--- config.mk ---
export PLATFORM = sky130hd
export DESIGN_NAME = sram_1w1r_init_bypass
export DESIGN_NICKNAME = d
export VERILOG_FILES = /design/src/rtl/sram_wrap_pkg.sv /design/src/rtl/sram_init_sweeper.sv /design/src/rtl/sram_1w1r_init_bypass.sv
export SDC_FILE = /design/constraint.sdc
export NUM_CORES = 1
export LEC_CHECK = 0
export ABC_CLOCK_PERIOD_IN_PS = 4360
export CAP_MARGIN = 10
export CORE_ASPECT_RATIO = 1.1
export CORE_MARGIN = 2
export CORE_UTILIZATION = 41
export DETAILED_ROUTE_END_ITERATION = 7
export PLACE_DENSITY = 0.81
export SYNTH_ARGS = -nofsm -noshare
export SYNTH_HDL_FRONTEND = slang
export SYNTH_SLANG_ARGS = --single-unit
--- constraint.sdc ---
create_clock -name clock -period 4.36 [get_ports clock]
set_input_delay 0.872 -clock clock [delete_from_list [all_inputs] [get_ports clock]]
set_output_delay 0.872 -clock clock [all_outputs]
set_load 0.01 [all_outputs]
--- src/rtl/sram_wrap_pkg.sv ---
// Shared types and helpers for the 1w1r SRAM adapter: sweep state
// encoding, write-mask granule expansion and parameter legality checks.
// The optional post-reset clearing sweep is selected by SRAM_INIT_EN.
package sram_wrap_pkg;

    typedef enum logic {
        ST_INIT  = 1'b0,
        ST_READY = 1'b1
    } sweep_state_e;

    // Upper bounds for the generic mask-expansion helper below.
    localparam int MAX_DATA_W = 256;
    localparam int MAX_MASK_W = 64;

    // Expand one bit per granule into one bit per data bit. Bits above
    // data_w are returned as zero; callers truncate to their own width.
    function automatic logic [MAX_DATA_W-1:0] expand_mask(
        input logic [MAX_MASK_W-1:0] mask,
        input int                    data_w,
        input int                    mask_w
    );
        logic [MAX_DATA_W-1:0] expanded;
        logic [7:0]            bit_idx;
        logic [5:0]            gran_idx;
        int                    gran_w;
        expanded = '0;
        gran_w   = ((mask_w > 0) && (data_w >= mask_w)) ? (data_w / mask_w) : 1;
        for (int i = 0; i < MAX_DATA_W; i++) begin
            bit_idx  = 8'(i);
            gran_idx = 6'(i / gran_w);
            if (i < data_w) begin
                expanded[bit_idx] = mask[gran_idx];
            end
        end
        return expanded;
    endfunction

    // True when the geometry can be built: the array fits the address
    // space and the word splits evenly into mask granules.
    function automatic bit params_ok(
        input int addr_w,
        input int depth,
        input int data_w,
        input int mask_w
    );
        return (addr_w >= 1) && (addr_w <= 30) &&
               (depth >= 1) && (depth <= (1 << addr_w)) &&
               (mask_w >= 1) && (mask_w <= MAX_MASK_W) &&
               (data_w >= mask_w) && (data_w <= MAX_DATA_W) &&
               ((data_w % mask_w) == 0);
    endfunction

endpackage

--- src/rtl/sram_init_sweeper.sv ---
// Post-reset clearing sweep for the 1w1r SRAM adapter. Owns the sweep
// counter, the INIT/READY state and the ready flag, and muxes the macro
// write port between the sweep and the upstream write port.
// Only built when SRAM_INIT_EN is defined.
//
// state    | meaning
// ---------+-----------------------------------------------------------
// ST_INIT  | writing INIT_VALUE to address cnt, upstream port ignored
// ST_READY | sweep done, upstream write port passed to the macro
`ifdef SRAM_INIT_EN
module sram_init_sweeper
    import sram_wrap_pkg::*;
#(
    parameter int                 ADDR_W     = 7,
    parameter int                 DEPTH      = 128,
    parameter int                 DATA_W     = 44,
    parameter int                 MASK_W     = 4,
    parameter logic [DATA_W-1:0]  INIT_VALUE = '0
) (
    input  logic              clock,
    input  logic              reset,
    input  logic              w_en,
    input  logic [ADDR_W-1:0] w_addr,
    input  logic [DATA_W-1:0] w_data,
    input  logic [MASK_W-1:0] w_mask,
    output logic              ready,
    output logic              wr_csb,
    output logic [ADDR_W-1:0] wr_addr,
    output logic [DATA_W-1:0] wr_din,
    output logic [MASK_W-1:0] wr_mask
);

    localparam logic [ADDR_W-1:0] LAST_ADDR = ADDR_W'(DEPTH - 1);

    sweep_state_e      state_q, state_d;
    logic [ADDR_W-1:0] cnt_q, cnt_d;

    // State and sweep counter registers; reset restarts the sweep at 0.
    always_ff @(posedge clock or posedge reset) begin
        if (reset) begin
            state_q <= ST_INIT;
            cnt_q   <= '0;
        end else begin
            state_q <= state_d;
            cnt_q   <= cnt_d;
        end
    end

    // Next state, sweep progress and write-port mux.
    always_comb begin
        state_d = state_q;
        cnt_d   = cnt_q;
        ready   = 1'b0;
        wr_csb  = 1'b1;
        wr_addr = w_addr;
        wr_din  = w_data;
        wr_mask = w_mask;
        case (state_q)
            ST_INIT: begin
                wr_csb  = 1'b0;
                wr_addr = cnt_q;
                wr_din  = INIT_VALUE;
                wr_mask = '1;
                if (cnt_q == LAST_ADDR) begin
                    state_d = ST_READY;
                end else begin
                    cnt_d = cnt_q + 1'b1;
                end
            end
            ST_READY: begin
                ready  = 1'b1;
                wr_csb = ~w_en;
            end
            default: begin
                state_d = ST_INIT;
            end
        endcase
        // The macro must see no access at all while reset is held.
        if (reset) begin
            wr_csb = 1'b1;
        end
    end

endmodule
`endif

--- src/rtl/sram_1w1r_init_bypass.sv ---
// Adapter between a core-side 1w1r memory port (W0_*/R0_*) and an
// OpenRAM 1w1r macro with active-low chip selects. Adds read-during-write
// forwarding on same-address collisions, read-data hold while the read
// port is idle and, when SRAM_INIT_EN is defined, a clearing sweep after
// reset. Without SRAM_INIT_EN the port is ready one cycle after reset and
// the array contents are whatever the macro powered up with.
module sram_1w1r_init_bypass
    import sram_wrap_pkg::*;
#(
    parameter int                 ADDR_W     = 7,
    parameter int                 DEPTH      = 128,
    parameter int                 DATA_W     = 44,
    parameter int                 MASK_W     = 4,
    parameter logic [DATA_W-1:0]  INIT_VALUE = '0
) (
    input  logic              clock,
    input  logic              reset,
    output logic              ready,
    input  logic [ADDR_W-1:0] W0_addr,
    input  logic [DATA_W-1:0] W0_data,
    input  logic              W0_en,
    input  logic [MASK_W-1:0] W0_mask,
    input  logic [ADDR_W-1:0] R0_addr,
    input  logic              R0_en,
    output logic [DATA_W-1:0] R0_data,
    output logic              mem_csb0,
    output logic [ADDR_W-1:0] mem_addr0,
    output logic [DATA_W-1:0] mem_din0,
    output logic [MASK_W-1:0] mem_wmask0,
    output logic              mem_csb1,
    output logic [ADDR_W-1:0] mem_addr1,
    input  logic [DATA_W-1:0] mem_dout1
);

    if (!params_ok(ADDR_W, DEPTH, DATA_W, MASK_W)) begin : g_param_check
        $error("sram_1w1r_init_bypass: illegal ADDR_W/DEPTH/DATA_W/MASK_W combination");
    end

    logic              rd_acc;
    logic              wr_acc;
    logic              coll;
    logic              rd_v_q, rd_v_d;
    logic              coll_v_q, coll_v_d;
    logic [DATA_W-1:0] wdata_q, wdata_d;
    logic [MASK_W-1:0] mask_q, mask_d;
    logic [DATA_W-1:0] hold_q, hold_d;
    logic [DATA_W-1:0] fwd_sel;
    logic [DATA_W-1:0] fwd_merge;

`ifdef SRAM_INIT_EN
    sram_init_sweeper #(
        .ADDR_W     (ADDR_W),
        .DEPTH      (DEPTH),
        .DATA_W     (DATA_W),
        .MASK_W     (MASK_W),
        .INIT_VALUE (INIT_VALUE)
    ) u_sweeper (
        .clock   (clock),
        .reset   (reset),
        .w_en    (W0_en),
        .w_addr  (W0_addr),
        .w_data  (W0_data),
        .w_mask  (W0_mask),
        .ready   (ready),
        .wr_csb  (mem_csb0),
        .wr_addr (mem_addr0),
        .wr_din  (mem_din0),
        .wr_mask (mem_wmask0)
    );
`else
    logic ready_q, ready_d;

    assign ready_d = 1'b1;

    // Ready goes high on the first clock edge after reset releases.
    always_ff @(posedge clock or posedge reset) begin
        if (reset) begin
            ready_q <= 1'b0;
        end else begin
            ready_q <= ready_d;
        end
    end

    // Upstream write port straight to the macro, gated by ready.
    always_comb begin
        ready      = ready_q;
        mem_csb0   = reset | ~(ready_q & W0_en);
        mem_addr0  = W0_addr;
        mem_din0   = W0_data;
        mem_wmask0 = W0_mask;
    end
`endif

    // Accepted accesses, collision detect and macro read-port control.
    always_comb begin
        rd_acc    = ready & R0_en;
        wr_acc    = ready & W0_en;
        coll      = rd_acc & wr_acc & (R0_addr == W0_addr);
        mem_csb1  = reset | ~rd_acc;
        mem_addr1 = R0_addr;
    end

    // Capture the colliding write so it can overlay the macro's old data.
    always_comb begin
        rd_v_d   = rd_acc;
        coll_v_d = coll;
        wdata_d  = wdata_q;
        mask_d   = mask_q;
        if (coll) begin
            wdata_d = W0_data;
            mask_d  = W0_mask;
        end
    end

    // Merge forwarded granules with macro data, or replay the held word.
    always_comb begin
        fwd_sel   = '0;
        if (coll_v_q) begin
            fwd_sel = DATA_W'(expand_mask(MAX_MASK_W'(mask_q), DATA_W, MASK_W));
        end
        fwd_merge = (wdata_q & fwd_sel) | (mem_dout1 & ~fwd_sel);
        R0_data   = rd_v_q ? fwd_merge : hold_q;
        hold_d    = R0_data;
    end

    // Read-side pipeline registers.
    always_ff @(posedge clock or posedge reset) begin
        if (reset) begin
            rd_v_q   <= 1'b0;
            coll_v_q <= 1'b0;
            wdata_q  <= '0;
            mask_q   <= '0;
            hold_q   <= '0;
        end else begin
            rd_v_q   <= rd_v_d;
            coll_v_q <= coll_v_d;
            wdata_q  <= wdata_d;
            mask_q   <= mask_d;
            hold_q   <= hold_d;
        end
    end

endmodule

### After elaboration in Yosys (flattened, before gate mapping)

Cells that the tools add are included.

| storage, ports and cells | value |
|---|---|
| word-level logic and storage cells | 21 |
| bits in registers | 95 |
| input port bits | 110 |

| cells by class | value |
|---|---|
| bitwise gates (word level) | 12 |
| muxes and demuxes | 2 |
| eq/ne operators | 1 |

Operators with widths:

| kind | number |
|---|---|
| $and A44 B44 Y44 | 2 |
| $mux W44 | 2 |
| $not A44 Y44 | 1 |
| $or A44 B44 Y44 | 1 |
| $eq A7 B7 Y1 | 1 |
| $and A1 B1 Y1 | 4 |
| $not A1 Y1 | 2 |
| $or A1 B1 Y1 | 2 |

### Depth between registers and ports, before layout

Gate-level depths: netlist of run 1.

| depth | value |
|---|---|
| depth after elaboration | 5 |
| mapped depth | 6 |
| depth with buffers taken out | 4 |

### Worst setup path after synthesis of run 1

Ideal clock, no wire load.

| timing path | value |
|---|---|
| kind | input port to output port |
| start point | input port reset |
| end point | output port mem_csb0 |
| data required time | 3.488 ns |
| path slack | 0.233 ns |
| data arrival time | 3.255 ns |
| stages on the path | 2 |
| cells stage by stage | inv_1 > nand3_1 |

| between the ends | value |
|---|---|
| word-level cells in the longest chain between the ends | 1 |

RTL lines:

| element | RTL line | text |
|---|---|---|
| start, declared | sram_1w1r_init_bypass.sv:17 | `input logic reset,` |
| $or A1 B1 Y1 | sram_1w1r_init_bypass.sv:87 | `mem_csb0 = reset \| ~(ready_q & W0_en);` |
| end, declared | sram_1w1r_init_bypass.sv:26 | `output logic mem_csb0,` |

No other way between the ends.

### Final worst setup path of run 1

| timing path | value |
|---|---|
| start point | register rd_v_q |
| end point | output port R0_data[38] |

| between the ends | value |
|---|---|
| word-level cells in the longest chain between the ends | 1 |

RTL lines:

| element | RTL line | text |
|---|---|---|
| start, declared | sram_1w1r_init_bypass.sv:42 | `logic rd_v_q, rd_v_d;` |
| start signal, assigned | sram_1w1r_init_bypass.sv:135 | `rd_v_q <= rd_v_d;` |
| $mux W44 | sram_1w1r_init_bypass.sv:122 | `R0_data = rd_v_q ? fwd_merge : hold_q;` |
| end, declared | sram_1w1r_init_bypass.sv:25 | `output logic [DATA_W-1:0] R0_data,` |

No other way between the ends.

==> results.toml, run 1 <==
[status]
status = "finished clean"

[placed_design]
globalplace.congestion = 0.722
place_area_um2 = 6360
dp_slack_ns = 1.25
numPortBuffers = 218
hpwl_um = 8020

[sta]
max_slew.worst_pin.slew_ns = 0.792
max-slew-margin-rel_pct = 47.2
worst_slack_ns = 1.11
fin_tns_setup_ns = 0
post-route-period-util_pct = 74.5
min_period_ns = 3.25
rsz0062_at_grt = "no"
hold_viol = 0
clock.fmax_ghz = 0.308
whs_ns = 0.501
drv_slew = 0
fin_worst_skew_ns = 0.00621
finalSetupViolCount = 0

[routing]
wirelength_um = 10900
dr.pass1.iters = 4
drt_iter0_markers = 86
drtAntennaViolNets = 0
wire_per_inst_um = 16.1
viasPerCell = 4.72
post-route-drc-count = 0
vias = 3217

[setup_path]
worst-setup-path-type = "register to output pin"
startpoint_type = "register"
worst-r2r-setup-slack_ns = 2.26
crit_path_cell_trace = "buf_12, nor2_1, a21oi_1, clkdlybuf4s50_1"
endpoint_kind = "output pin"
crit_path_start = "rd_v_q"
endpoint = "R0_data[38]"
crit_path_max_incr_delay_ns = 0.84
crit_fanout = 48
critical_path_arrival_ns = 2.38
reg2regPathDepth = 4
critical_path.top_delay_family = "buffers and inverters"
required_ns = 3.49
crit_path_top_delay_cell = "dfrtp_2"
r2r-start = "ready"
timing.rr.end = "wdata_q[0]"
path_depth = 4
worst-path-buf-inv = 2

[synthesis]
ys.flop_type = "dfrtp_1"
synth.avg_cell_area_um2 = 11.9
ys_ff_latch = 95
synth_edf_count = 0
ys_async_sr_fraction_pct = 100
synth_cell_type_count = 18
synth-warning-count = 0
syn_inst = 378
synthesis.nets = 488
netlist_area_um2 = 4510
ys_seq_area_share_pct = 52.7

[clock_network]
ctsHoldBuffers = 0
htreeDepth = 3
cts_tree = "done"
clkTransAtPathRegs_ns = 0.06
clk_latency_ns = 0.33
cts_setup_buffers = 0
post_cts_resized = 0
cts_inserted_buffers = 9
cts_sinks = 95
cts_max_path_buffers = 2
cts_root_buf = "clkbuf_16"

[finish]
multi_input_area_um2 = 1570
area_growth_pct = 47.7
diodes = 0
nets = 639
fin_area_um2 = 6670
register_area_um2 = 2380
drive_above_1_share_pct = 12.9
fillers = 911

[floorplanning]
fp.dieH_um = 114
die_area_um2 = 11900
fp.dieW_um = 104
fp-row-count = 40
core-area_um2 = 10800
io_pins = 219
floorplan.initialDensity_pct = 41.8

[global_route]
grt_max_degree = 53
gr-total-overflow = 0
grt_pass1_vias = 3534
antenna_found_initial = 0
grt_use_total_pct = 18.8
grt_pass1_wl_um = 17600

[worst_hold_path]
hp-start = "wdata_q[19]"
worst_hold_path_type = "register to register"

[run]
maxCapViolations = 0

[power]
p_per_area_nw_per_um2 = 336
vdd_drop_max_mv = 0.174
p_leak_nw = 3.23
## layout by cell type, fill, tap and decap left out, drive strengths merged
master	instances
mux2i	44
mux2	48
a21oi	44
nor2	44
clkbuf	14
inv	1
nand3	2
clkinvlp	1
conb	1
xnor2	7
clkdlybuf4s50	218
dfrtp	95
nor4	1
buf	3
or4	1
and2	1
bufinv	1
nand2	8
## layer usage
| layer | wire length, um | track usage [%] |
|---|---|---|
| met3 | 624 | 4.50 |
| met1 | 4230 | 20.7 |
| met2 | 5810 | 34.5 |
| met5 | 0 | 0 |
| met4 | 271 | 8.29 |
## power breakdown
| part | total [mW] | switching [mW] | leakage (nW) | internal, mW |
|---|---|---|---|---|
| combinational | 0.456 | 0.180 | 1.90 | 0.276 |
| clock | 0.801 | 0.309 | 0.149 | 0.492 |
| sequential | 0.982 | 0.0301 | 1.18 | 0.952 |
## synth_stat cells, types with 2 or more instances
cell type,number,area [um^2]
a21oi_1,44,220
nor2_1,44,165
buf_4,62,465
clkbuf_1,14,52.6
mux2_4,20,300
dfrtp_1,95,2380
xnor2_1,7,61.3
buf_6,3,33.8
nand3_1,2,10.0
buf_2,2,10.0
nand2_1,8,30.0
mux2_2,28,315
mux2i_1,44,440
## registers in the layout, summed over array words and instances (netlist names)
signal / count
hold_q: 44
wdata_q: 44
rd_v_q: 1
mask_q: 4
coll_v_q: 1
ready: 1
## layout make-up
| class | instances | area share [%] |
|---|---|---|
| Clock buffer | 14 | 4.11 |
| Clock inverter | 2 | 0.563 |
| Inverter | 1 | 0.0938 |
| Multi-Input combinational cell | 201 | 23.6 |
| Sequential cell | 95 | 35.7 |
| Tap cell | 147 | 2.76 |
| Timing Repair Buffer | 221 | 33.2 |
## cells by family (layout without fill, tap and decap cells)
group | Yosys count | after routing | share of synthesized area (%)
compound gates | 44 | 44 | 4.88
xor+xnor | 7 | 7 | 1.36
simple gates | 57 | 57 | 5.10
flops | 95 | 95 | 52.7
other cells | 1 | 1 | 0.0831
buf+inv | 82 | 238 | 12.5
mux | 92 | 92 | 23.4
## how the worst min path moves through the flow
stage	end	slack, ns	cells after the start
detailed placement	wdata_q[19]	0.49	1
finish	wdata_q[19]	0.50	1
global placement	wdata_q[30]	0.49	1
floorplan	wdata_q[26]	0.48	1
global route	wdata_q[32]	0.52	1
CTS	wdata_q[19]	0.51	1
## per-stage QoR
step	util (%)	cells	total power, mW
after floorplan	-	378	1.19
after global placement	58.8	665	1.45
after detailed placement	58.8	665	1.46
after CTS	61.7	681	2.27
after global routing	61.7	681	2.35
final	61.7	681	2.24
No activity file was read; power rests on OpenSTA's default activity.
==> inputs of run 2 (changes only) <==
--- a/config.mk
+++ b/config.mk
@@ -5,7 +5,7 @@
 export SDC_FILE = /design/constraint.sdc
 export NUM_CORES = 1
 export LEC_CHECK = 0
-export ABC_CLOCK_PERIOD_IN_PS = 4360
+export ABC_CLOCK_PERIOD_IN_PS = 3300
 export CAP_MARGIN = 10
 export CORE_ASPECT_RATIO = 1.1
 export CORE_MARGIN = 2
==> constraint.sdc (replaced) <==
create_clock -name clock -period 3.3 [get_ports clock]
set_input_delay 0.66 -clock clock [delete_from_list [all_inputs] [get_ports clock]]
set_output_delay 0.66 -clock clock [all_outputs]
set_load 0.01 [all_outputs]
==> results.toml, run 2 (synthesized netlist as in run 1, its figures left out) <==
[floorplanning]
core-area_um2 = 10800
fp.dieW_um = 104
fp.dieH_um = 114
floorplan.initialDensity_pct = 41.8
fp-row-count = 40
io_pins = 219
die_area_um2 = 11900

[worst_hold_path]
worst_hold_path_type = "register to register"

[setup_path]
worst-r2r-setup-slack_ns = 1.21
worst-setup-path-type = "register to output pin"
crit_fanout = 11
endpoint_kind = "output pin"
startpoint_type = "register"
critical_path_arrival_ns = 2.34
required_ns = 2.64

[finish]
area_growth_pct = 47.7
layout_common_cells = "clkdlybuf4s50_1, dfrtp_1, mux2i_1, nor2_1, a21oi_1"
fillers = 887
diodes = 0
nets = 641
layout_commonest_cell = "clkdlybuf4s50_1"
reg.largest.list = "hold_q (44), wdata_q (44), mask_q (4)"
drive_above_1_share_pct = 13.1
final_util_pct = 61.7
fin_cells = 683

[run]
maxCapViolations = 0

[routing]
wire_per_inst_um = 16.0
post-route-drc-count = 0
drt_iter0_markers = 111
vias = 3211
wirelength_um = 10900
drtAntennaViolNets = 0
viasPerCell = 4.70
dr.pass1.iters = 4

[clock_network]
htreeDepth = 3
cts_max_path_buffers = 2
cts_setup_buffers = 0
post_cts_resized = 0
clk_latency_ns = 0.33
clkTransAtPathRegs_ns = 0.06
cts_tree = "done"
cts_inserted_buffers = 9
cts_root_buf = "clkbuf_16"
cts_sinks = 95
ctsHoldBuffers = 0

[status]
status = "finished clean"

[global_route]
grt_use_total_pct = 18.4
antenna_found_initial = 0
grt_pass1_wl_um = 17100
grt_pass1_vias = 3395
gr-total-overflow = 0
grt_max_degree = 64

[sta]
finalSetupViolCount = 0
clock.fmax_ghz = 0.334
whs_ns = 0.506
drv_slew = 0
max_slew.worst_pin.slew_ns = 0.797
max-slew-margin-rel_pct = 46.9
post-route-period-util_pct = 90.8
fin_worst_skew_ns = 0.00637
fin_tns_setup_ns = 0
rsz0062_at_grt = "no"
min_period_ns = 3.00
hold_viol = 0

[placed_design]
dpl.cell_count = 667
numPortBuffers = 218
globalplace.congestion = 0.740
hpwl_um = 8140

[power]
total_power_mw = 2.92
p_leak_nw = 3.23
vdd_drop_max_mv = 0.213
p_per_area_nw_per_um2 = 438
## run 2: cell types whose count changed in the layout (fill, tap and decap cells not counted), sizes merged
cell,change
buf,+2
clkbuf,-1
clkinv,+1
clkinvlp,+1
inv,-1
## run 2: metal layers
| metal | up-vias | share of wire [%] | GRT usage [%] |
|---|---|---|---|
| li1 | 1532 | - | - |
| met1 | 1538 | 38 | 20.6 |
| met2 | 124 | 54 | 34.3 |
| met3 | 17 | 5.2 | 3.59 |
| met4 | 0 | 2.2 | 8.11 |
| met5 | - | 0 | 0 |
## run 2: power breakdown
| part | internal [mW] | switching [mW] |
|---|---|---|
| combinational | 0.366 | 0.246 |
| clock | 0.607 | 0.407 |
| sequential | 1.26 | 0.0329 |
| total | 2.23 | 0.686 |
## run 2: final timing paths
check / start / end / depth (start not counted)
min in group asynchronous: reset / mask_q[3] / 3
max in group asynchronous: reset / rd_v_q / 4
min reg2reg: wdata_q[6] / wdata_q[6] / 1
max: coll_v_q / R0_data[4] / 4
min: wdata_q[6] / wdata_q[6] / 1
max reg2reg: ready / wdata_q[1] / 4
## run 2: per-stage QoR
| step | worst slack, ns | cell area, um^2 |
|---|---|---|
| floorplan | 0.205 | 4520 |
| global placement | 0.437 | 6370 |
| detailed placement | 0.406 | 6370 |
| CTS | 0.269 | 6670 |
| global route | 0.186 | 6670 |
| finish | 0.304 | 6670 |
## run 2: cell type report
cell class / instances / area [um^2] / area share, %
Clock buffer: 13 / 250 / 3.75
Clock inverter: 3 / 42.5 / 0.638
Inverter: 1 / 7.51 / 0.113
Multi-Input combinational cell: 201 / 1570 / 23.6
Sequential cell: 95 / 2380 / 35.7
Tap cell: 147 / 184 / 2.76
Timing Repair Buffer: 223 / 2230 / 33.5
## run 2: worst max-delay path, cell delays in order (launching register included)
cell and delay (ns):
dfrtp_1 0.46, nand2_1 0.53, mux2i_1 0.19, a21oi_1 0.24, clkdlybuf4s50_1 0.58
==> inputs of run 3 (changes only) <==
--- a/config.mk
+++ b/config.mk
@@ -11,7 +11,7 @@
 export CORE_MARGIN = 2
 export CORE_UTILIZATION = 41
 export DETAILED_ROUTE_END_ITERATION = 7
-export PLACE_DENSITY = 0.81
+export PLACE_DENSITY = 0.79
 export SYNTH_ARGS = -nofsm -noshare
 export SYNTH_HDL_FRONTEND = slang
 export SYNTH_SLANG_ARGS = --single-unit
==> results.toml, run 3 (synthesized netlist as in run 1, its figures left out) <==
[status]
status = "finished clean"

[clock_network]
htreeDepth = 3
cts_setup_buffers = 0
cts_inserted_buffers = 9
clk_latency_ns = 0.33
clkTransAtPathRegs_ns = 0.06
cts_max_path_buffers = 2
cts_root_buf = "clkbuf_16"
ctsHoldBuffers = 0
post_cts_resized = 0
cts_tree = "done"
cts_sinks = 95

[routing]
post-route-drc-count = 0
dr.pass1.iters = 4
drtAntennaViolNets = 0
vias = 3197
wire_per_inst_um = 15.8
wirelength_um = 10800
viasPerCell = 4.69
drt_iter0_markers = 91

[placed_design]
hpwl_um = 8130
dp_slack_ns = 0.399
globalplace.congestion = 0.763
dpl.cell_count = 665
place_area_um2 = 6360
numPortBuffers = 218

[sta]
drv_slew = 0
clock.fmax_ghz = 0.331
worst_slack_ns = 0.279
fin_worst_skew_ns = 0.00554
hold_viol = 0
min_period_ns = 3.02
fin_tns_setup_ns = 0
max_slew.worst_pin.slew_ns = 0.787
whs_ns = 0.505
rsz0062_at_grt = "no"
max-slew-margin-rel_pct = 47.5
post-route-period-util_pct = 91.5
finalSetupViolCount = 0

[power]
clockPowerShare_pct = 37.2
vdd_drop_max_mv = 0.222
seq_power_share_pct = 42.9
total_power_mw = 3.03
p_per_area_nw_per_um2 = 452
swShare_pct = 23.1
combPwrFrac_pct = 19.9
p_leak_nw = 3.24
p_int_mw = 2.33
p_switching_uw = 700

[floorplanning]
fp-row-count = 40
core-area_um2 = 10800
io_pins = 219
fp.dieH_um = 114
floorplan.initialDensity_pct = 41.8
fp.dieW_um = 104
die_area_um2 = 11900

[setup_path]
worst-setup-path-type = "register to output pin"
required_ns = 2.64
endpoint_kind = "output pin"
critical_path_arrival_ns = 2.36
crit_fanout = 48
startpoint_type = "register"

[finish]
layout_common_cells = "clkdlybuf4s50_1, dfrtp_1, mux2i_1, nor2_1, a21oi_1"
reg.largest.list = "hold_q (44), wdata_q (44), mask_q (4)"
register_area_um2 = 2380
fin_area_um2 = 6690
multi_input_area_um2 = 1570
nets = 639
drive_above_1_share_pct = 13.3
fin_cells = 681
diodes = 0
layout_commonest_cell = "clkdlybuf4s50_1"
final_util_pct = 61.9
fillers = 887
area_growth_pct = 48.2

[run]
maxCapViolations = 0

[global_route]
grt_max_degree = 51
gr-total-overflow = 0
grt_pass1_wl_um = 17100
antenna_found_initial = 0
grt_pass1_vias = 3403
grt_use_total_pct = 18.2

[worst_hold_path]
worst_hold_path_type = "register to register"
[run 3: cell count changes in the layout (fill, tap and decap cells not counted)]
cell / before / now
clkbuf_8: 1 / 2
clkinvlp_4: 2 / 3
clkbuf_1: 3 / 0
buf_4: 4 / 2
bufinv_16: 1 / 2
[run 3: final timing paths]
kind                             from     endpoint  slack (ns)  depth (start not counted)
max                            rd_v_q  R0_data[12]        0.28                          4
min                        wdata_q[6]   wdata_q[6]        0.50                          1
max reg2reg                     ready   wdata_q[1]        1.22                          4
min reg2reg                wdata_q[6]   wdata_q[6]        0.50                          1
max in group asynchronous       reset       rd_v_q        1.94                          3
min in group asynchronous       reset  wdata_q[23]        0.91                          3
[run 3: power by group through the flow]
stage                     registers (mW)  logic, mW  clock network [mW]
after CTS                           1.30      0.614                1.15
after floorplan                     1.30      0.272                   0
after detailed placement            1.32      0.611                   0
final                               1.30      0.604                1.13
after global placement              1.32      0.598                   0
after global routing                1.31      0.650                1.21
[run 3: final cells by class]
class	instances	share of cell area [%]
clock buffer	11	3.78
clock inverter	5	1.20
inverter	1	0.112
multi-input combinational	201	23.5
sequential	95	35.5
tap	147	2.75
timing repair buffer	221	33.1
[run 3: metal layers]
metal / wire (um) / GRT usage (%) / up-vias
li1: - / - / 1526
met1: 4240 / 20.9 / 1524
met2: 5640 / 32.7 / 128
met3: 600 / 3.53 / 19
met4: 290 / 9.19 / 0
met5: 0 / 0 / -
[run 3: critical path, cell delays in order, from the launching register on]
cell	delay [ns]
dfrtp_2	0.84
buf_12	0.29
nor2_1	0.08
a21oi_1	0.19
clkdlybuf4s50_1	0.58
